`src/rtl/imem_loader_if.sv`:
```
// Byte-stream handshake between the boot source and the program loader.
interface imem_loader_if;
   logic       byte_valid;
   logic [7:0] byte_data;
   logic       byte_ready;

   modport master (output byte_valid, output byte_data, input byte_ready);
   modport slave  (input byte_valid, input byte_data, output byte_ready);
endinterface

```
`src/rtl/imem_loader.sv`:
```
// Boot loader: assembles a length-prefixed byte stream into instruction words,
// writes them to instruction memory and holds the CPU in reset until the image is complete.
//
// state  | meaning
// IDLE   | after reset, CPU held, waiting for start
// LEN_HI | waiting for word-count high byte
// LEN_LO | waiting for word-count low byte, header validated here
// DATA   | collecting the bytes of the current word
// WRITE  | one-cycle instruction memory write of the assembled word
// DONE   | image loaded, CPU released
// ERR    | header rejected, CPU held
module imem_loader #(
   parameter int INSTR_WIDTH = 16,
   parameter int ADDR_WIDTH  = 8,
   parameter int MAX_WORDS   = 256
) (
   input  logic                   clk,
   input  logic                   reset,
   input  logic                   start,
   imem_loader_if.slave           bs,
   output logic                   imem_we,
   output logic [ADDR_WIDTH-1:0]  imem_addr,
   output logic [INSTR_WIDTH-1:0] imem_wdata,
   output logic                   cpu_hold,
   output logic                   busy,
   output logic                   done,
   output logic                   error
);
   localparam int BPW = INSTR_WIDTH / 8;
   localparam int BIW = (BPW > 1) ? $clog2(BPW) : 1;
   localparam logic [BIW-1:0] LAST_BYTE = BIW'(BPW - 1);
   localparam logic [15:0]    MAX_N     = 16'(MAX_WORDS);

   typedef enum logic [2:0] {
      IDLE   = 3'd0,
      LEN_HI = 3'd1,
      LEN_LO = 3'd2,
      DATA   = 3'd3,
      WRITE  = 3'd4,
      DONE   = 3'd5,
      ERR    = 3'd6
   } state_t;

   state_t                 state, nxt;
   logic [7:0]             len_hi;
   logic [15:0]            len_q;
   logic [15:0]            word_idx;
   logic [BIW-1:0]         byte_idx;
   logic [INSTR_WIDTH-1:0] asm_q;
   logic [INSTR_WIDTH-1:0] asm_nxt;
   logic [15:0]            len_n;
   logic                   len_bad;
   logic                   last_byte;
   logic                   byte_ready;
   logic                   accept;

   assign bs.byte_ready = byte_ready;
   assign accept        = bs.byte_valid && byte_ready;
   assign len_n         = {len_hi, bs.byte_data};
   assign len_bad       = (len_n == 16'd0) || (len_n > MAX_N);
   assign last_byte     = (byte_idx == LAST_BYTE);
   // New byte enters at the LSB, so the first byte received ends up most significant.
   assign asm_nxt       = (asm_q << 8) | INSTR_WIDTH'(bs.byte_data);

   always_ff @(posedge clk or negedge reset) begin
      if (!reset) state <= IDLE;
      else        state <= nxt;
   end

   always_comb begin
      nxt = state;
      case (state)
         IDLE:   if (start) nxt = LEN_HI;
         LEN_HI: if (accept) nxt = LEN_LO;
         LEN_LO: if (accept) nxt = len_bad ? ERR : DATA;
         DATA:   if (accept && last_byte) nxt = WRITE;
         WRITE:  nxt = ((word_idx + 16'd1) == len_q) ? DONE : DATA;
         DONE:   if (start) nxt = LEN_HI;
         ERR:    if (start) nxt = LEN_HI;
         default: nxt = IDLE;
      endcase
   end

   // Outputs decode the state register only, so byte_ready never follows byte_valid.
   always_comb begin
      byte_ready = 1'b0;
      imem_we    = 1'b0;
      busy       = 1'b0;
      done       = 1'b0;
      error      = 1'b0;
      cpu_hold   = 1'b1;
      case (state)
         LEN_HI, LEN_LO, DATA: begin
            byte_ready = 1'b1;
            busy       = 1'b1;
         end
         WRITE: begin
            imem_we = 1'b1;
            busy    = 1'b1;
         end
         DONE: begin
            done     = 1'b1;
            cpu_hold = 1'b0;
         end
         ERR:     error = 1'b1;
         default: ;
      endcase
   end

   // Write address/data are captured with the final byte and then held between writes.
   always_ff @(posedge clk or negedge reset) begin
      if (!reset) begin
         len_hi     <= '0;
         len_q      <= '0;
         word_idx   <= '0;
         byte_idx   <= '0;
         asm_q      <= '0;
         imem_addr  <= '0;
         imem_wdata <= '0;
      end else begin
         case (state)
            LEN_HI: if (accept) len_hi <= bs.byte_data;
            LEN_LO: begin
               if (accept) begin
                  len_q    <= len_n;
                  word_idx <= '0;
                  byte_idx <= '0;
               end
            end
            DATA: begin
               if (accept) begin
                  asm_q <= asm_nxt;
                  if (last_byte) begin
                     byte_idx   <= '0;
                     imem_addr  <= word_idx[ADDR_WIDTH-1:0];
                     imem_wdata <= asm_nxt;
                  end else begin
                     byte_idx <= byte_idx + 1'b1;
                  end
               end
            end
            WRITE: begin
               word_idx <= word_idx + 16'd1;
               byte_idx <= '0;
            end
            default: ;
         endcase
      end
   end
endmodule

```
`src/flat_wrapper.sv`:
```
// flat-port wrapper written by rule: the top's interface ports become plain ports
module imem_loader_flat 
#(
   parameter int INSTR_WIDTH = 16,
   parameter int ADDR_WIDTH  = 8,
   parameter int MAX_WORDS   = 256
)
  (clk, reset, start, imem_we, imem_addr, imem_wdata, cpu_hold, busy, done, error, bs_byte_valid, bs_byte_data, bs_byte_ready);
  imem_loader_if bs_i ();
  input  logic clk;
  input  logic reset;
  input  logic start;
  output logic imem_we;
  output logic [ADDR_WIDTH-1:0] imem_addr;
  output logic [INSTR_WIDTH-1:0] imem_wdata;
  output logic cpu_hold;
  output logic busy;
  output logic done;
  output logic error;
  input wire logic [$bits(bs_i.byte_valid)-1:0] bs_byte_valid;
  input wire logic [$bits(bs_i.byte_data)-1:0] bs_byte_data;
  output wire logic [$bits(bs_i.byte_ready)-1:0] bs_byte_ready;
  assign bs_i.byte_valid = bs_byte_valid;
  assign bs_i.byte_data = bs_byte_data;
  assign bs_byte_ready = bs_i.byte_ready;
  imem_loader #(.INSTR_WIDTH(INSTR_WIDTH), .ADDR_WIDTH(ADDR_WIDTH), .MAX_WORDS(MAX_WORDS)) u_core (.clk(clk), .reset(reset), .start(start), .bs(bs_i), .imem_we(imem_we), .imem_addr(imem_addr), .imem_wdata(imem_wdata), .cpu_hold(cpu_hold), .busy(busy), .done(done), .error(error));
endmodule
```
`config.mk`:
```
export PLATFORM = sky130hd
export DESIGN_NAME = imem_loader_flat
export DESIGN_NICKNAME = d
export VERILOG_FILES = /design/src/rtl/imem_loader_if.sv /design/src/rtl/imem_loader.sv /design/src/flat_wrapper.sv
export SDC_FILE = /design/constraint.sdc
export NUM_CORES = 1
export LEC_CHECK = 0
export ABC_AREA = 0
export CAP_MARGIN = 20
export CORE_ASPECT_RATIO = 1.1
export CORE_MARGIN = 1
export CORE_UTILIZATION = 35
export CTS_BUF_LIST = sky130_fd_sc_hd__clkbuf_4 sky130_fd_sc_hd__clkbuf_8 sky130_fd_sc_hd__clkbuf_16
export CTS_CLUSTER_SIZE = 8
export DETAILED_ROUTE_END_ITERATION = 10
export SYNTH_ARGS = -nofsm -noshare
export SYNTH_HDL_FRONTEND = slang
export SYNTH_SLANG_ARGS = --single-unit
```
`constraint.sdc`:
```
create_clock -name clk -period 2.5 [get_ports clk]
set_clock_uncertainty 0.2 [all_clocks]
set_input_delay 0.375 -clock clk [delete_from_list [all_inputs] [get_ports clk]]
set_output_delay 0.375 -clock clk [all_outputs]
set_load 0.05 [all_outputs]
```
==> results of run 1 <==
[synth_stat cells, types with 3 or more instances]
cell type	instances	area, um2
a21oi_1	3	15.01
xnor2_1	14	122.6
nand2b_1	3	18.77
xor2_1	7	61.31
clkbuf_1	4	15.01
o31ai_1	6	45.04
inv_1	8	30.03
nor4_1	5	31.28
mux2_2	46	518.0
nand3_1	11	55.05
nand2_1	47	176.4
dfrtp_1	76	1902
o21ai_0	31	155.2
buf_2	13	65.06
nor4_2	3	37.54
nor3_1	3	15.01
nand4_1	3	18.77
nor2_1	20	75.07
[worst max-delay path by stage]
stage / end / cells past startpoint
5_1_grt: u_core.state[1]$_DFFE_PN0P_ / 7
2_1_floorplan: error / 3
4_1_cts: u_core.state[1]$_DFFE_PN0P_ / 7
3_3_place_gp: u_core.state[1]$_DFFE_PN0P_ / 7
6_report: u_core.state[1]$_DFFE_PN0P_ / 6
3_5_place_dp: u_core.state[1]$_DFFE_PN0P_ / 7
[cell families after synthesis]
group / after synthesis / share of synthesized area (%)
multiplexers: 48 / 14.05
AO/OA/AOI/OAI: 58 / 9.573
XOR/XNOR: 22 / 5.423
AND/OR/NAND/NOR: 116 / 17.41
buffers and inverters: 29 / 3.561
adder cells (fa/ha/maj): 1 / 0.3266
flip-flops: 76 / 49.66
[registers in the layout (all words and copies together), names as in the netlist]
| signal | flops |
|---|---|
| u_core.imem_addr | 8 |
| u_core.len_hi | 8 |
| u_core.imem_wdata | 16 |
| u_core.word_idx | 16 |
| u_core.len_q | 16 |
| u_core.asm_q | 8 |
| u_core.byte_idx | 1 |
| u_core.state | 3 |
[stage by stage]
stage / worst slack [ns] / setup TNS, ns / hold slack [ns] / area (um2)
final: 0.1818 / 0 / 0.2754 / 4803
after global routing: 0.05717 / 0 / 0.3007 / 4803
after CTS: 0.03285 / 0 / 0.2827 / 4800
after detailed placement: -0.006894 / -0.006894 / 0.1682 / 4513
after global placement: -0.004430 / -0.004430 / 0.1631 / 4513
after floorplan: 0.1201 / 0 / -0.1206 / 3830
[cell type report]
type / count / area share [%]
inverter: 10 / 0.7815
sequential: 76 / 39.62
multi-input combinational: 245 / 37.54
tap: 143 / 3.725
clock buffer: 9 / 4.689
clock inverter: 6 / 0.8856
timing repair buffer: 65 / 12.76
[cells in the final DEF (no fill, tap or decap), types with 5 or more instances in the layout]
master           instances
xor2_1                   7
dfrtp_1                 75
nand2_1                 47
nor2_1                  20
xnor2_1                 14
o31ai_1                  6
mux2_2                  46
clkbuf_16                9
inv_1                    8
nor4_1                   5
nand3_1                 11
buf_4                   27
clkdlybuf4s50_1         34
o21ai_0                 31
[power by group]
part	internal (mW)	switching (mW)
Sequential	1.71	0.404
Combinational	1.12	1.51
Clock	0.665	0.513
Total	3.50	2.43
[tightest hold or removal path: cells and delay by family, from the launching register on]
kind	cells	cell delay (ns)
flops	1	0.34
simple gates	2	0.10
[repair_timing]
item                       CTS  global route
hold endpoints to repair    33             0
hold buffers                 1             0
resized for setup            1             2
pin swaps                    0             1
buffers inserted             0             0
setup endpoints to repair    1             2
[layer usage]
| metal | routed length, um | share of wire [%] |
|---|---|---|
| met3 | 289 | 3.4 |
| met1 | 3910 | 46 |
| met2 | 4127 | 49 |
| met5 | 0 | 0 |
| met4 | 178 | 2.1 |
==> summary.md, run 1 <==
| Metric | Value |
|---|---|
| Routed vias | between 2000 and 3000 |
| Relative slew slack | about a third |
| Reg2reg end | u_core.state[1]$_DFFE_PN0P_ |
| Mapped Area | 3830 um2 |
| Buffer depth of the longest clock path | 2 |
| Total clock sinks | 76 |
| WP buf/inv | 0 |
| Initial core utilization | a little over a third |
| Clock latency at the later pin of the worst-skew pair | 0.34 ns |
| Reg-to-reg critical path startpoint | u_core.word_idx[3]$_DFFE_PN0P_ |
| Post-synthesis cell count | 350 |
| TritonCTS Buffers | 9 |
| YS warnings | 0 |
| Post-DP HPWL | approximately 6100 um |
| Cell Pwr Density | 1234 nW/um2 |
| Congestion Overflow GR | 0 |
| Max Clk Rate | 431.4 MHz |
| Startpoint types | flop |
| Die X | just over 100 um |
| Placer Congestion | 0.8385 |
| Area grow syn2layout | 25.42% |
| Nets | 420 |
| Largest stage delay, worst path | about 0.54 ns |
| Hold Vio Cnt, Final | 0 |
| Slowest-stage cell, CP | dfrtp_1 |
| Final setup viols | 0 |
| Sequential standard cell area | 1903 um2 |
| Leak | approximately 2.1 nW |
| Vias in the first global route | 2779 |
| Worst Setup End Kind | flop |
| Layout cells sized above 1 | 27.01% |
| Via density per instance | ~5.0 |
| Overall routing resource usage | between 15 and 20% |
| Seq/Total Area, Yosys | between 40% and 50% |
| Clock-pin slew on the worst setup and hold paths | 0.06 ns |
| Root buffer cell | clkbuf_16 |
| Wirelength per Cell | 15.35 um |
| Number of port buffers | ~40 |
| Syn_area_per_cell | between 10 and 15 um2 |
| Max-slew violations | 0 |
| Area of the multi-input gates | 1803 um2 |
| Worst VDD drop | slightly below 0.7 mV |
| Fin util | between 40% and 50% |
| Cells on worst reg2reg path | 6 |
| Core area | ~11000 um2 |
| CP Class | reg -> reg |
| Met3 GRT Util | around 3.8% |
| Met2 usage | a little over a quarter |
| Min-delay worst type | reg -> reg |
| First-pass GRT wire length | 14160 um |
| CP cell instances | nand4_4 -> or2_0 -> and2_1 -> nor4b_2 -> nand4_1 -> a2bb2oi_1 |
| GR Layer Usage met1 | a little over a fifth |
| Antenna-violating nets left | 0 |
| Count of cell types in the netlist | 55 |
| Number of synthesized register bits | 76 |
| Async S/R FF share, synth | 100.0% |
| Gr busiest metal | met2 |
| Worst EP arrival | about 2.3 ns |
| Final worst path period need | 2.318 ns |
| Crit path max-delay family | simple AND/OR/NAND/NOR gates |
| Hold_sp | u_core.asm_q[4]$_DFFE_PN0P_ |
| # fillers | approximately 1000 |
| FP Rows | 39 |
| Die ar. | between 10000 and 15000 um2 |
| Critical path required time | between 2 and 3 ns |
| Max_cap viols | 0 |
| Final Non-Filler Cells | between 500 and 600 |
| Primary FF master, synth | dfrtp_1 |
| Run status | finished, final reports clean |
| Hold depth | 2 |
| Syn_nets | around 360 |
| Origin of the worst setup path | u_core.word_idx[3]$_DFFE_PN0P_ |
| DR iter-0 viols | 86 |
| Placed Instances | approximately 540 |
| CTS tree | built |
| Router iterations before antenna repair | 4 |
| Final Cycle Share | 92.73% |
| Drt drc | 0 |
| CP max FO | 8 |
| Antenna violations before repair | 0 |
| Largest net degree at the start of global routing | 36 |
| Worst-Margin Slew | ~1 ns |
| Unrepaired setup endpoints after global routing | no |
| Chip height | roughly 110 um |
| Tot Pwr | between 5 and 6 mW |
| Worst-case hold path end point | u_core.asm_q[4]$_DFFE_PN0P_ |
| Post-synth EDFFs | 0 |
| Top Ports | 42 |
| H-tree levels | 3 |
| N_diodes | 0 |
| R2r setup slk | between 0.15 and 0.2 ns |
| Final WL | between 8000 and 9000 um |
Power figures use the tool's default switching activity.
==> run 2, diff against run 1 <==
--- a/config.mk
+++ b/config.mk
@@ -13,6 +13,8 @@
 export CTS_BUF_LIST = sky130_fd_sc_hd__clkbuf_4 sky130_fd_sc_hd__clkbuf_8 sky130_fd_sc_hd__clkbuf_16
 export CTS_CLUSTER_SIZE = 8
 export DETAILED_ROUTE_END_ITERATION = 10
+export PLACE_DENSITY = 0.51
+export REMOVE_ABC_BUFFERS = 1
 export SYNTH_ARGS = -nofsm -noshare
 export SYNTH_HDL_FRONTEND = slang
 export SYNTH_SLANG_ARGS = --single-unit
==> summary.md, run 2 (same netlist as run 1, synthesis figures left out) <==
| Metric | Value |
|---|---|
| Run status | finished, final reports clean |
| Number of port buffers | 41 (unchanged) |
| Final WL | 8741 um (+2.8%) |
| Hold Vio Cnt, Final | 0 (unchanged) |
| Clock latency at the later pin of the worst-skew pair | 0.34 ns (about the same) |
| Startpoint types | flop |
| Post-DP HPWL | 6064 um (-0.59%) |
| Max Clk Rate | 434.0 MHz (+0.60%) |
| Root buffer cell | clkbuf_16 |
| Top Ports | 42 (unchanged) |
| WP buf/inv | 0 (unchanged) |
| N_diodes | 0 (unchanged) |
| Met2 usage | 25.45% (-1.5 points) |
| Antenna violations before repair | 0 (unchanged) |
| Largest stage delay, worst path | 0.43 ns (-0.11 ns) |
| CP Class | reg -> reg |
| Largest net degree at the start of global routing | 77 (+110%) |
| Chip height | 111.7 um (unchanged) |
| Via density per instance | 5.048 (+0.28%) |
| Max-slew violations | 0 (unchanged) |
| Layout cells sized above 1 | 28.06% (+1.1 points) |
| Worst Setup End Kind | flop |
| Hold Slack | 0.2731 ns (-0.002349 ns) |
| Gr busiest metal | met2 |
| Worst VDD drop | 0.6526 mV (-4.4%) |
| Origin of the worst setup path | u_core.word_idx[1]$_DFFE_PN0P_ |
| Relative slew slack | 65.27% (+31 points) |
| Final setup viols | 0 (unchanged) |
| Cell Pwr Density | 1248 nW/um2 (+1.2%) |
| Switching share of power | 40.67% (-0.31 points) |
| Met3 GRT Util | 4.080% (+0.31 points) |
| Most common cell after layout, fill and taps aside | dfrtp_1 |
| Worst EP arrival | 2.30 ns (-0.03 ns) |
| Max_cap viols | 0 (unchanged) |
| Critical path required time | 2.50 ns (about the same) |
| TritonCTS Buffers | 9 (unchanged) |
| Congestion Overflow GR | 0 (unchanged) |
| Initial core utilization | 36.34% (unchanged) |
| Overall routing resource usage | 17.01% (+0.46 points) |
| Reg-to-reg critical path startpoint | u_core.word_idx[1]$_DFFE_PN0P_ |
| Hold_sp | u_core.asm_q[1]$_DFFE_PN0P_ |
| Clock-pin slew on the worst setup and hold paths | 0.06 ns (about the same) |
| Area grow syn2layout | 26.69% |
| Nets | 425 (+1.2%) |
| Antenna-violating nets left | 0 (unchanged) |
| Router iterations before antenna repair | 4 (unchanged) |
| Final worst path period need | 2.304 ns (-0.01383 ns) |
| Leak | 2.132 nW (+1.6%) |
| Combinational fraction of design power | 44.6% (+0.2 points) |
| # Post-CTS Setup Buffers | 0 (unchanged) |
| GR Layer Usage met1 | 23.56% (+2.7 points) |
| CP cell instances | ha_2 -> nand3_2 -> nor4_4 -> o22ai_1 -> nor4b_2 -> nand4_1 -> a2bb2oi_1 |
| Die X | 101.7 um (unchanged) |
| Setup TNS | 0 ns (unchanged) |
| Core area | 10540 um2 (unchanged) |
| Unrepaired setup endpoints after global routing | no |
| Placer Congestion | 0.8454 (+0.82%) |
| NetSw | 2.463 mW (+1.4%) |
| Wirelength per Cell | 15.61 um (+1.7%) |
| Die ar. | 11370 um2 (unchanged) |
| Placed Area | 4531 um2 (+0.39%) |
| H-tree levels | 3 (unchanged) |
| # fillers | 1026 (-1.3%) |
| Buffer depth of the longest clock path | 2 (unchanged) |
| Post-Place Worst Slack | 0.03003 ns (+0.03692 ns) |
| Fin area | 4852 um2 (+1.0%) |
| Internal power | 3.593 mW (+2.7%) |
| Most frequent cells in the layout | dfrtp_1, nand2_1, mux2_2 |
| CTS tree | built |
| Slowest-stage cell, CP | dfrtp_1 |
| Final worst slack | 0.1956 ns (+0.01383 ns) |
| Total clock sinks | 76 (unchanged) |
| CP max FO | 7 (-1) |
| Area of the multi-input gates | 1803 um2 (unchanged) |
| Worst-Margin Slew | 0.5194 ns (-0.4662 ns) |
| Clock power share | 20.7% (+0.8 points) |
| Drt drc | 0 (unchanged) |
| Sequential standard cell area | 1903 um2 (unchanged) |
| Min-delay worst type | reg -> reg |
| Biggest regs | u_core.imem_wdata x16, u_core.len_q x16, u_core.word_idx x16 |
| Crit path max-delay family | simple AND/OR/NAND/NOR gates |
| Seq pwr share | 34.6% (-1.1 points) |
| Routed vias | 2827 (+1.4%) |
| DR iter-0 viols | 48 (-44%) |
| Vias in the first global route | 2773 (-0.22%) |
| FP Rows | 39 (unchanged) |
| Final Cycle Share | 92.17% (-0.55 points) |
| First-pass GRT wire length | 14590 um (+3.0%) |
[run 2: layer usage]
layer	part of all wire (%)	wire length, um
met1	48	4189
met3	3.4	300
met2	46	4028
met4	2.6	223
met5	0	0
[run 2: path summary, 6_finish.rpt]
kind,slack [ns],cells past startpoint,to
setup reg to reg,0.20,7,u_core.state[1]$_DFFE_PN0P_
hold reg to reg,0.27,2,u_core.asm_q[1]$_DFFE_PN0P_
setup / recovery,0.20,7,u_core.state[1]$_DFFE_PN0P_
hold / removal,0.27,2,u_core.asm_q[1]$_DFFE_PN0P_
min in group asynchronous,0.41,3,u_core.imem_addr[1]$_DFFE_PN0P_
max in group asynchronous,1.36,3,u_core.len_q[15]$_DFFE_PN0P_
[run 2: power groups by stage]
stage | registers (mW) | logic [mW] | clock network, mW
3_3_place_gp | 2.10 | 2.67 | 0
6_report | 2.10 | 2.70 | 1.26
2_1_floorplan | 2.64 | 1.26 | 0
5_1_grt | 2.17 | 2.91 | 1.33
3_5_place_dp | 2.12 | 2.69 | 0
4_1_cts | 2.10 | 2.71 | 1.29
[run 2: repair_timing]
| action | 4_1_cts | 5_1_grt |
|---|---|---|
| setup endpoints to repair | 1 | 2 |
| hold endpoints to repair | 76 | 0 |
| hold buffers | 1 | 0 |
| gates resized for setup | 1 | 2 |
[run 2: layout make-up]
cell class,count,area share [%]
Clock buffer,12,5.235
Timing Repair Buffer,70,13.23
Inverter,10,0.7736
Tap cell,143,3.687
Multi-Input combinational cell,245,37.16
Clock inverter,4,0.6962
Sequential cell,76,39.22
[run 2: through the flow]
stage	power, mW	instances	util, %
finish	6.056	560	46.04
global route	6.417	560	46.04
CTS	6.097	559	45.89
detailed placement	4.810	542	42.98
global placement	4.773	542	42.98
floorplan	3.898	331	-
[run 2: tightest hold or removal path, delay by kind of cell, from the launching register on]
kind / cells / cell delay, ns
DFF: 1 / 0.34
and+or+nand+nor: 2 / 0.10
